===== config.mk =====
export PLATFORM = sky130hd
export DESIGN_NAME = adc_scan_avg_flat
export DESIGN_NICKNAME = d
export VERILOG_FILES = /design/src/rtl/adc_scan_avg_if.sv /design/src/rtl/adc_scan_avg.sv /design/src/flat_wrapper.sv
export SDC_FILE = /design/constraint.sdc
export NUM_CORES = 1
export LEC_CHECK = 0
export CAP_MARGIN = 10
export CELL_PAD_IN_SITES_DETAIL_PLACEMENT = 0
export CELL_PAD_IN_SITES_GLOBAL_PLACEMENT = 2
export CORE_UTILIZATION = 42
export DETAILED_ROUTE_END_ITERATION = 8
export DONT_BUFFER_PORTS = 1
export PLACE_DENSITY_LB_ADDON = 0.1
export SLEW_MARGIN = 10
export SYNTH_ARGS = -nofsm -noshare
export SYNTH_HDL_FRONTEND = slang
export SYNTH_SLANG_ARGS = --single-unit

===== constraint.sdc =====
create_clock -name clock -period 4.7 [get_ports clock]
set_input_delay 0.47 -clock clock [delete_from_list [all_inputs] [get_ports clock]]
set_output_delay 0.47 -clock clock [all_outputs]
set_load 0.03 [all_outputs]

===== src/rtl/adc_scan_avg_if.sv =====
// Bundle of the ADC-side handshake (address, CS_N, data) and the tagged result stream.
// "master" is the scanner's view; "slave" is the view of whatever surrounds it.
interface adc_scan_avg_if;
    logic        enable;
    logic        adc_cs_n;
    logic [11:0] adc_data;
    logic [2:0]  addr;
    logic        res_valid;
    logic [2:0]  res_ch;
    logic [11:0] res_data;

    modport master (
        input  enable,
        input  adc_cs_n,
        input  adc_data,
        output addr,
        output res_valid,
        output res_ch,
        output res_data
    );

    modport slave (
        output enable,
        output adc_cs_n,
        output adc_data,
        input  addr,
        input  res_valid,
        input  res_ch,
        input  res_data
    );
endinterface


===== src/rtl/adc_scan_avg.sv =====
// Round-robin channel scanner for the serial ADC: drives the channel address, captures each
// frame's result on the CS_N rise and emits one truncated 2^AVG_LOG2-sample average per channel.
module adc_scan_avg #(
    parameter int NUM_CH   = 8,
    parameter int AVG_LOG2 = 2
) (
    input  logic           clock,
    input  logic           rst_n,
    adc_scan_avg_if.master bus
);

    localparam int              ACC_W      = 12 + AVG_LOG2;
    localparam int              SW         = (AVG_LOG2 > 0) ? AVG_LOG2 : 1;
    localparam logic [SW-1:0]   LAST_SWEEP = SW'((1 << AVG_LOG2) - 1);
    localparam logic [2:0]      LAST_CH    = 3'(NUM_CH - 1);

    typedef enum logic [1:0] {
        IDLE,
        PRIME,
        RUN
    } state_t;

    state_t            state_q, state_d;
    logic              cs_q;
    logic              edge_q;
    logic [2:0]        addr_q, addr_d;
    logic [2:0]        prev_ch_q, prev_ch_d;
    logic [SW-1:0]     sweep_q, sweep_d;
    logic [ACC_W-1:0]  acc_q [NUM_CH];
    logic [ACC_W-1:0]  acc_d [NUM_CH];
    logic              res_valid_q, res_valid_d;
    logic [2:0]        res_ch_q, res_ch_d;
    logic [11:0]       res_data_q, res_data_d;

    logic              cs_rise;
    logic              capture;
    logic [2:0]        next_addr;
    logic [ACC_W-1:0]  acc_sel;
    logic [ACC_W-1:0]  sum;
    logic              last_sweep;

    assign cs_rise    = ~cs_q & bus.adc_cs_n;
    assign capture    = edge_q;
    assign next_addr  = (addr_q == LAST_CH) ? 3'd0 : addr_q + 3'd1;
    assign last_sweep = (sweep_q == LAST_SWEEP);

    // Accumulator of the channel whose data arrives now; a loop avoids indexing past NUM_CH.
    always_comb begin
        acc_sel = '0;
        for (int i = 0; i < NUM_CH; i++) begin
            if (prev_ch_q == 3'(i)) begin
                acc_sel = acc_q[i];
            end
        end
    end

    assign sum = acc_sel + ACC_W'(bus.adc_data);

    // NOTE: every variable gets its default at the top so no path leaves one unassigned,
    // which would otherwise infer a latch.
    always_comb begin
        state_d     = state_q;
        addr_d      = addr_q;
        prev_ch_d   = prev_ch_q;
        sweep_d     = sweep_q;
        acc_d       = acc_q;
        res_valid_d = 1'b0;
        res_ch_d    = res_ch_q;
        res_data_d  = res_data_q;

        if (!bus.enable) begin
            // Dropping enable abandons the scan, including any capture in this same cycle.
            state_d = IDLE;
            addr_d  = 3'd0;
            sweep_d = '0;
            for (int i = 0; i < NUM_CH; i++) begin
                acc_d[i] = '0;
            end
        end else begin
            case (state_q)
                IDLE: begin
                    addr_d  = 3'd0;
                    state_d = PRIME;
                end
                PRIME: begin
                    if (capture) begin
                        // This frame's data belongs to a channel chosen before the scan started.
                        prev_ch_d = 3'd0;
                        addr_d    = next_addr;
                        state_d   = RUN;
                    end
                end
                RUN: begin
                    if (capture) begin
                        prev_ch_d = addr_q;
                        addr_d    = next_addr;
                        if (prev_ch_q == LAST_CH) begin
                            sweep_d = last_sweep ? '0 : sweep_q + SW'(1);
                        end
                        for (int i = 0; i < NUM_CH; i++) begin
                            if (prev_ch_q == 3'(i)) begin
                                acc_d[i] = last_sweep ? '0 : sum;
                            end
                        end
                        if (last_sweep) begin
                            res_valid_d = 1'b1;
                            res_ch_d    = prev_ch_q;
                            res_data_d  = 12'(sum >> AVG_LOG2);
                        end
                    end
                end
                default: state_d = IDLE;
            endcase
        end
    end

    // NOTE: sequential state uses non-blocking assignments so every register samples the
    // pre-edge values, independent of statement order.
    always_ff @(posedge clock or negedge rst_n) begin
        if (!rst_n) begin
            state_q     <= IDLE;
            cs_q        <= 1'b0;
            edge_q      <= 1'b0;
            addr_q      <= 3'd0;
            prev_ch_q   <= 3'd0;
            sweep_q     <= '0;
            res_valid_q <= 1'b0;
            res_ch_q    <= 3'd0;
            res_data_q  <= 12'd0;
        end else begin
            state_q     <= state_d;
            cs_q        <= bus.adc_cs_n;
            edge_q      <= cs_rise;
            addr_q      <= addr_d;
            prev_ch_q   <= prev_ch_d;
            sweep_q     <= sweep_d;
            res_valid_q <= res_valid_d;
            res_ch_q    <= res_ch_d;
            res_data_q  <= res_data_d;
        end
    end

    // NOTE: the accumulator array is reset because a restarted scan must average only fresh
    // samples; it is small register storage, not a RAM macro.
    always_ff @(posedge clock or negedge rst_n) begin
        if (!rst_n) begin
            for (int i = 0; i < NUM_CH; i++) begin
                acc_q[i] <= '0;
            end
        end else begin
            for (int i = 0; i < NUM_CH; i++) begin
                acc_q[i] <= acc_d[i];
            end
        end
    end

    assign bus.addr      = addr_q;
    assign bus.res_valid = res_valid_q;
    assign bus.res_ch    = res_ch_q;
    assign bus.res_data  = res_data_q;

endmodule

===== src/flat_wrapper.sv =====
// flat-port wrapper written by rule: the top's interface ports become plain ports
module adc_scan_avg_flat 
#(
    parameter int NUM_CH   = 8,
    parameter int AVG_LOG2 = 2
)
  (clock, rst_n, bus_enable, bus_adc_cs_n, bus_adc_data, bus_addr, bus_res_valid, bus_res_ch, bus_res_data);
  adc_scan_avg_if bus_i ();
  input  logic clock;
  input  logic rst_n;
  input wire logic [$bits(bus_i.enable)-1:0] bus_enable;
  input wire logic [$bits(bus_i.adc_cs_n)-1:0] bus_adc_cs_n;
  input wire logic [$bits(bus_i.adc_data)-1:0] bus_adc_data;
  output wire logic [$bits(bus_i.addr)-1:0] bus_addr;
  output wire logic [$bits(bus_i.res_valid)-1:0] bus_res_valid;
  output wire logic [$bits(bus_i.res_ch)-1:0] bus_res_ch;
  output wire logic [$bits(bus_i.res_data)-1:0] bus_res_data;
  assign bus_i.enable = bus_enable;
  assign bus_i.adc_cs_n = bus_adc_cs_n;
  assign bus_i.adc_data = bus_adc_data;
  assign bus_addr = bus_i.addr;
  assign bus_res_valid = bus_i.res_valid;
  assign bus_res_ch = bus_i.res_ch;
  assign bus_res_data = bus_i.res_data;
  adc_scan_avg #(.NUM_CH(NUM_CH), .AVG_LOG2(AVG_LOG2)) u_core (.clock(clock), .rst_n(rst_n), .bus(bus_i));
endmodule

**After elaboration in Yosys (flattened, before gate mapping)**

Cells that the tools add are included.
Widths: inputs -> output; s select.

- Input port bits: 16
- Word-level logic and storage cells: 104
- Flip-flop bits (word level): 140

- Bitwise operators: 2
- Reduce and logical (&&, ||, !) cells: 16
- $add $sub $neg: 3
- Equal/unequal tests: 27
- Mux-type cells: 39

Operators by type and width:

| kind | count |
|---|---|
| $mux 112 | 3 |
| $mux 14 | 17 |
| $ne 2x1->1 const B | 12 |
| $reduce_and 3->1 | 8 |
| $eq 3x3->1 const B | 5 |
| $mux 3 | 5 |
| $add 14x12->14 | 1 |
| $mux 2 | 7 |
| $pmux 3 s2 | 2 |
| $ne 3x2->1 const B | 3 |
| $reduce_and 4->1 | 2 |
| $eq 3x2->1 const B | 2 |
| $pmux 2 s3 | 1 |
| $eq 2x2->1 const B | 2 |
| $mux 1 | 4 |
| $reduce_and 2->1 | 2 |
| $add 3x1->3 const B | 1 |
| $eq 3x1->1 const B | 1 |
| $logic_not 3->1 | 1 |
| $add 2x1->2 const B | 1 |
| $eq 2x1->1 const B | 1 |
| $logic_not 2->1 | 1 |
| $ne 2x2->1 const B | 1 |
| $reduce_bool 2->1 | 1 |
| 3 further kinds | 3 |

**Logic depth before layout (Yosys ltp)**

- Depth after elaboration: 15
- Mapped depth: 17

**Worst setup path after synthesis**

Ideal clock, no wire load.

- Path type: flip-flop to flip-flop
- From: register u_core.prev_ch_q[1]
- To: register u_core.res_data_q[10] (netlist: u_core.bus.res_data[10])
- Stages on the path, launching flop included: 17
- Path slack: 1.314 ns
- Arrival: 3.317 ns
- Library setup time: 0.069 ns
- Buffers on the path: 4
- Cells stage by stage: dfrtp_1 > buf_2 > buf_2 > buf_2 > mux2_2 > o22ai_1 > a222oi_1 > ha_1 > inv_1 > fa_1 > nor2b_4 > o31a_4 > o31ai_4 > a21oi_2 > buf_6 > or4_1 > nand3_1

- Word-level cells in the longest chain between the ends: 10

RTL lines:

| item | RTL line | source |
|---|---|---|
| from (decl) | adc_scan_avg.sv:27 | `logic [2:0] prev_ch_q, prev_ch_d;` |
| from (signal assigned) | adc_scan_avg.sv:135 | `prev_ch_q <= prev_ch_d;` |
| $logic_not 3->1 | adc_scan_avg.sv:51 | `if (prev_ch_q == 3'(i)) begin` |
| $mux 14 (7 in a row) | adc_scan_avg.sv:51 |  |
| $mux 14 * | adc_scan_avg.sv:51 |  |
| $add 14x12->14 * | adc_scan_avg.sv:57 | `assign sum = acc_sel + ACC_W'(bus.adc_data);` |
| to (signal assigned) | adc_scan_avg.sv:139 | `res_data_q <= res_data_d;` |
| to (decl) | adc_scan_avg.sv:33 | `logic [11:0] res_data_q, res_data_d;` |

Mark *: on every way between the ends. The rest lies on a longest branch, timed or not.
A chain may end at the register's enable or synchronous reset.

**Worst setup path in the final report**

- From: register u_core.prev_ch_q[1]
- To: register u_core.acc_q[79] (netlist bit)

- Word-level cells in the longest chain between the ends: 15

RTL lines:

| item | RTL line | source |
|---|---|---|
| $logic_not 3->1 | adc_scan_avg.sv:51 |  |
| $mux 14 (8 in a row) | adc_scan_avg.sv:51 |  |
| $add 14x12->14 | adc_scan_avg.sv:57 |  |
| $mux 14 | adc_scan_avg.sv:102 | `acc_d[i] = last_sweep ? '0 : sum;` |
| $mux 14 | adc_scan_avg.sv:101 | `if (prev_ch_q == 3'(i)) begin` |
| $mux 112 | adc_scan_avg.sv:94 | `if (capture) begin` |
| $mux 112 | adc_scan_avg.sv:80 | `case (state_q)` |
| $mux 112 | adc_scan_avg.sv:71 | `if (!bus.enable) begin` |
| to (signal, indexed assignment) | adc_scan_avg.sv:152 | `acc_q[i] <= acc_d[i];` |
| to (decl) | adc_scan_avg.sv:29 | `logic [ACC_W-1:0] acc_q [NUM_CH];` |

Parallel ways exist; a longest one is shown, timed or not. The select of a mux whose other input is x is not followed.

==> impl_metrics.tcl <==
set metrics [dict create \
    status "finished, violations left" \
    violations "design-rule violations, negative hold slack" \
    crit_fanout 27 \
    antenna_found_initial 0 \
    synth.net_count 755 \
    grt_pass1_vias 5540 \
    place.gp.congestion 0.847 \
    postRouteAntennaNets 0 \
    cp-start-kind "flop" \
    worstMarginPinSlew_ps 1100 \
    synth_compound_area_share_pct 18.2 \
    yosysUniqueCellTypes 63 \
    die-area_mm2 0.0175 \
    skew_ps 11.1 \
    clkLatencyLatePin_ps 430 \
    hold_viol_final 9 \
    synth_top_family_by_area "compound AO/OA/AOI/OAI gates" \
    cts_num_sinks 140 \
    setup.worst_path.end_class "flop" \
    ys_seq_area_share_pct 49.0 \
    ys_warn_count 0 \
    ioPinCount 35 \
    io_buffers 0 \
    synth.avg_cell_area_um2 9.94 \
    syn_area_mm2 0.00715 \
    core_mm2 0.0166 \
    track_usage_pct 25.2 \
    drv_cap 0 \
    path_clk_slew_ps 60 \
    cts_tree "done" \
    htreeDepth 4 \
    max_slew_margin_pct 25.8 \
    insertedDiodeCount 0 \
    synth-edff-count 0 \
    row_count 47 \
    grt_max_degree 141 \
    synth_xor_area_share_pct 0.735 \
    grt_first_pass_wirelength_um 33000 \
    synth_cells 719 \
    ir_worst_vdd_v 0.000270 \
    path_common_cell "nor3_1" \
    required_ps 5060 \
    clockBufferDepth 2 \
    setup_tns_ps 0 \
    slew_violations 0 \
    leakage_nw 3.49 \
    viasPerCell 6.00 \
    die_x_um 132 \
    initial_utilization_pct 43.1 \
    cp_cell_sequence "buf_4 > mux2i_1 > a21oi_1 > nor2_1 > nor3_1 > ha_1 > a211oi_1 > o21bai_1 > o221ai_1 > a21boi_0 > nor3_1 > mux2_2" \
    cp.arrival_ps 4510 \
    drive_gt1_share_pct 13.9 \
    vias 5625 \
    worstSetupPathType "flop to flop" \
    synthMuxAreaShare_pct 10.0 \
    rsz0062_at_grt "no" \
    synth-main-ff-cell "dfrtp_1" \
    fin_nets 741 \
    first_pass_iters 9 \
    worstHoldPathType "input pin to async pin" \
    drcViolationCount 1 \
    die_h_um 132 \
    cts_made_buffers 17 \
    clockRootBuffer "clkbuf_16" \
    cpMaxStageDelayCell "nor3_1" \
    cts_resized 0 \
    initialDrtViolationCount 660 \
    fmax_ghz 0.241 \
    wl_um 21000 \
    yosys.area_share.adder_pct 3.61 \
    period_minus_slack_ps 4150 \
    slowest_delay_ps 740 \
    synthSimpleGateAreaFrac_pct 14.8 \
    finalSetupViolCount 0 \
    grt_overflow 0 \
    pwr_density_cell_mw_per_mm2 417 \
    ys_ff_latch 140 \
    dp_hpwl_um 14000 \
    syn_to_final_growth_pct 12.1 \
    hold_slack_ps -21.4 \
    wl_per_cell_um 22.4 \
    period_share_pct 88.2 \
    async_reset_ff_share_pct 100 \
]
## flip-flops by register name, indices dropped and copies added, names as in the netlist
signal and flops:
u_core.acc_q 112, u_core.bus.res_data 12, u_core.bus.addr 3, u_core.bus.res_ch 3, u_core.prev_ch_q 3, u_core.state_q 2
u_core.sweep_q 2, u_core.bus.res_valid 1, u_core.capture 1, u_core.cs_q 1
## worst paths after layout
| path | startpoint | to | slack [ps] | cells past startpoint |
|---|---|---|---|---|
| max | u_core.prev_ch_q[1]$_DFFE_PN0P_ | u_core.acc_q[79]$_DFFE_PN0P_ | 550 | 12 |
| min | rst_n | u_core.bus.res_data[5]$_DFFE_PN0P_ | -20 | 1 |
| max reg2reg | u_core.prev_ch_q[1]$_DFFE_PN0P_ | u_core.acc_q[79]$_DFFE_PN0P_ | 550 | 12 |
| min reg2reg | u_core.cs_q$_DFF_PN0_ | u_core.capture$_DFF_PN0_ | 390 | 1 |
| max in group asynchronous | rst_n | u_core.prev_ch_q[1]$_DFFE_PN0P_ | 4020 | 1 |
| min in group clock | bus_adc_cs_n | u_core.cs_q$_DFF_PN0_ | 70 | 0 |
## stage by stage
step	area [um2]	cells	utilization (%)	setup slack (ps)	power, W
CTS	8010	938	48.3	583	0.00336
finish	8010	938	48.3	553	0.00334
global placement	7330	905	44.2	726	0.00181
floorplan	7150	719	-	1310	0.00169
detailed placement	7330	905	44.2	644	0.00182
global route	8010	938	48.3	295	0.00346
## cell type report
cell class                      count  area (um2)
Multi-Input combinational cell    516        3390
Clock buffer                       21         460
Inverter                           13        48.8
Fill cell                        1582        8570
Clock inverter                     11         189
Sequential cell                   140        3500
Timing Repair Buffer               17         148
Tap cell                          220         275
## placed cells by master, fill, tap and decap left out, types with 6 or more instances in the layout
| master | count |
|---|---|
| a21o_1 | 6 |
| nor2_1 | 22 |
| a21oi_1 | 15 |
| o21ai_0 | 93 |
| nand3_1 | 56 |
| ha_1 | 19 |
| nand2_1 | 94 |
| mux2_2 | 43 |
| a22o_1 | 7 |
| o211ai_1 | 15 |
| clkbuf_16 | 17 |
| buf_4 | 16 |
| and2_1 | 9 |
| dfrtp_1 | 139 |
| mux2i_1 | 21 |
| nor2b_1 | 10 |
| o31ai_1 | 6 |
| o22ai_1 | 22 |
| a222oi_1 | 9 |
| inv_1 | 12 |
## critical path, delay by kind of cell (launching register included)
family                   cells  cell delay (ps)
buffers and inverters        1              480
multiplexers                 2              440
flip-flops                   1              590
AND/OR/NAND/NOR              3             1260
AO/OA/AOI/OAI                5              950
adder cells (fa/ha/maj)      1              350
## power breakdown
group	switching, W	leakage [nW]	internal [W]
sequential	0.0000477	1.91	0.00129
combinational	0.000308	1.28	0.000186
clock	0.000541	0.313	0.000969
total	0.000896	3.49	0.00244
## cell usage after synthesis, types with 3 or more instances
cell | instances | area [um2]
a21boi_0 | 3 | 22.5
a21o_1 | 6 | 45.0
a21oi_1 | 15 | 75.1
a222oi_1 | 9 | 90.1
a22o_1 | 7 | 61.3
and2_1 | 9 | 56.3
buf_1 | 6 | 22.5
buf_2 | 11 | 55.1
clkbuf_1 | 32 | 120
dfrtp_1 | 140 | 3500
ha_1 | 19 | 238
inv_1 | 12 | 45.0
mux2_2 | 43 | 484
mux2i_1 | 21 | 210
nand2_1 | 94 | 353
nand2b_1 | 5 | 31.3
nand3_1 | 56 | 280
nand4_1 | 3 | 18.8
nor2_1 | 22 | 82.6
nor2b_1 | 10 | 62.6
nor3_1 | 5 | 25.0
o211ai_1 | 15 | 113
o21a_1 | 4 | 30.0
o21ai_0 | 93 | 465
o22ai_1 | 22 | 138
o31ai_1 | 6 | 45.0
or4_1 | 3 | 22.5
xnor2_1 | 3 | 26.3
xor2_1 | 3 | 26.3
## cells by family after synthesis
logic type | Yosys count
XOR/XNOR | 6
buffers and inverters | 63
AO/OA/AOI/OAI | 201
flip-flops | 140
AND/OR/NAND/NOR | 224
multiplexers | 65
adder cells (fa/ha/maj) | 20
## repair_timing
action | in CTS | in global routing
setup buffers | 0 | 0
hold endpoints to repair | 140 | 0
hold buffers | 1 | 0
endpoints found under the setup margin | 0 | 0
## metal layers
metal  GRT usage (%)  up-vias  part of all wire, %
met4            7.79        0                  1.8
met2            38.6      201                   46
met5               0        -                    0
met3            6.70       33                  6.6
li1                -     2577                    -
met1            34.9     2814                   46
Power figures use the tool's default switching activity.
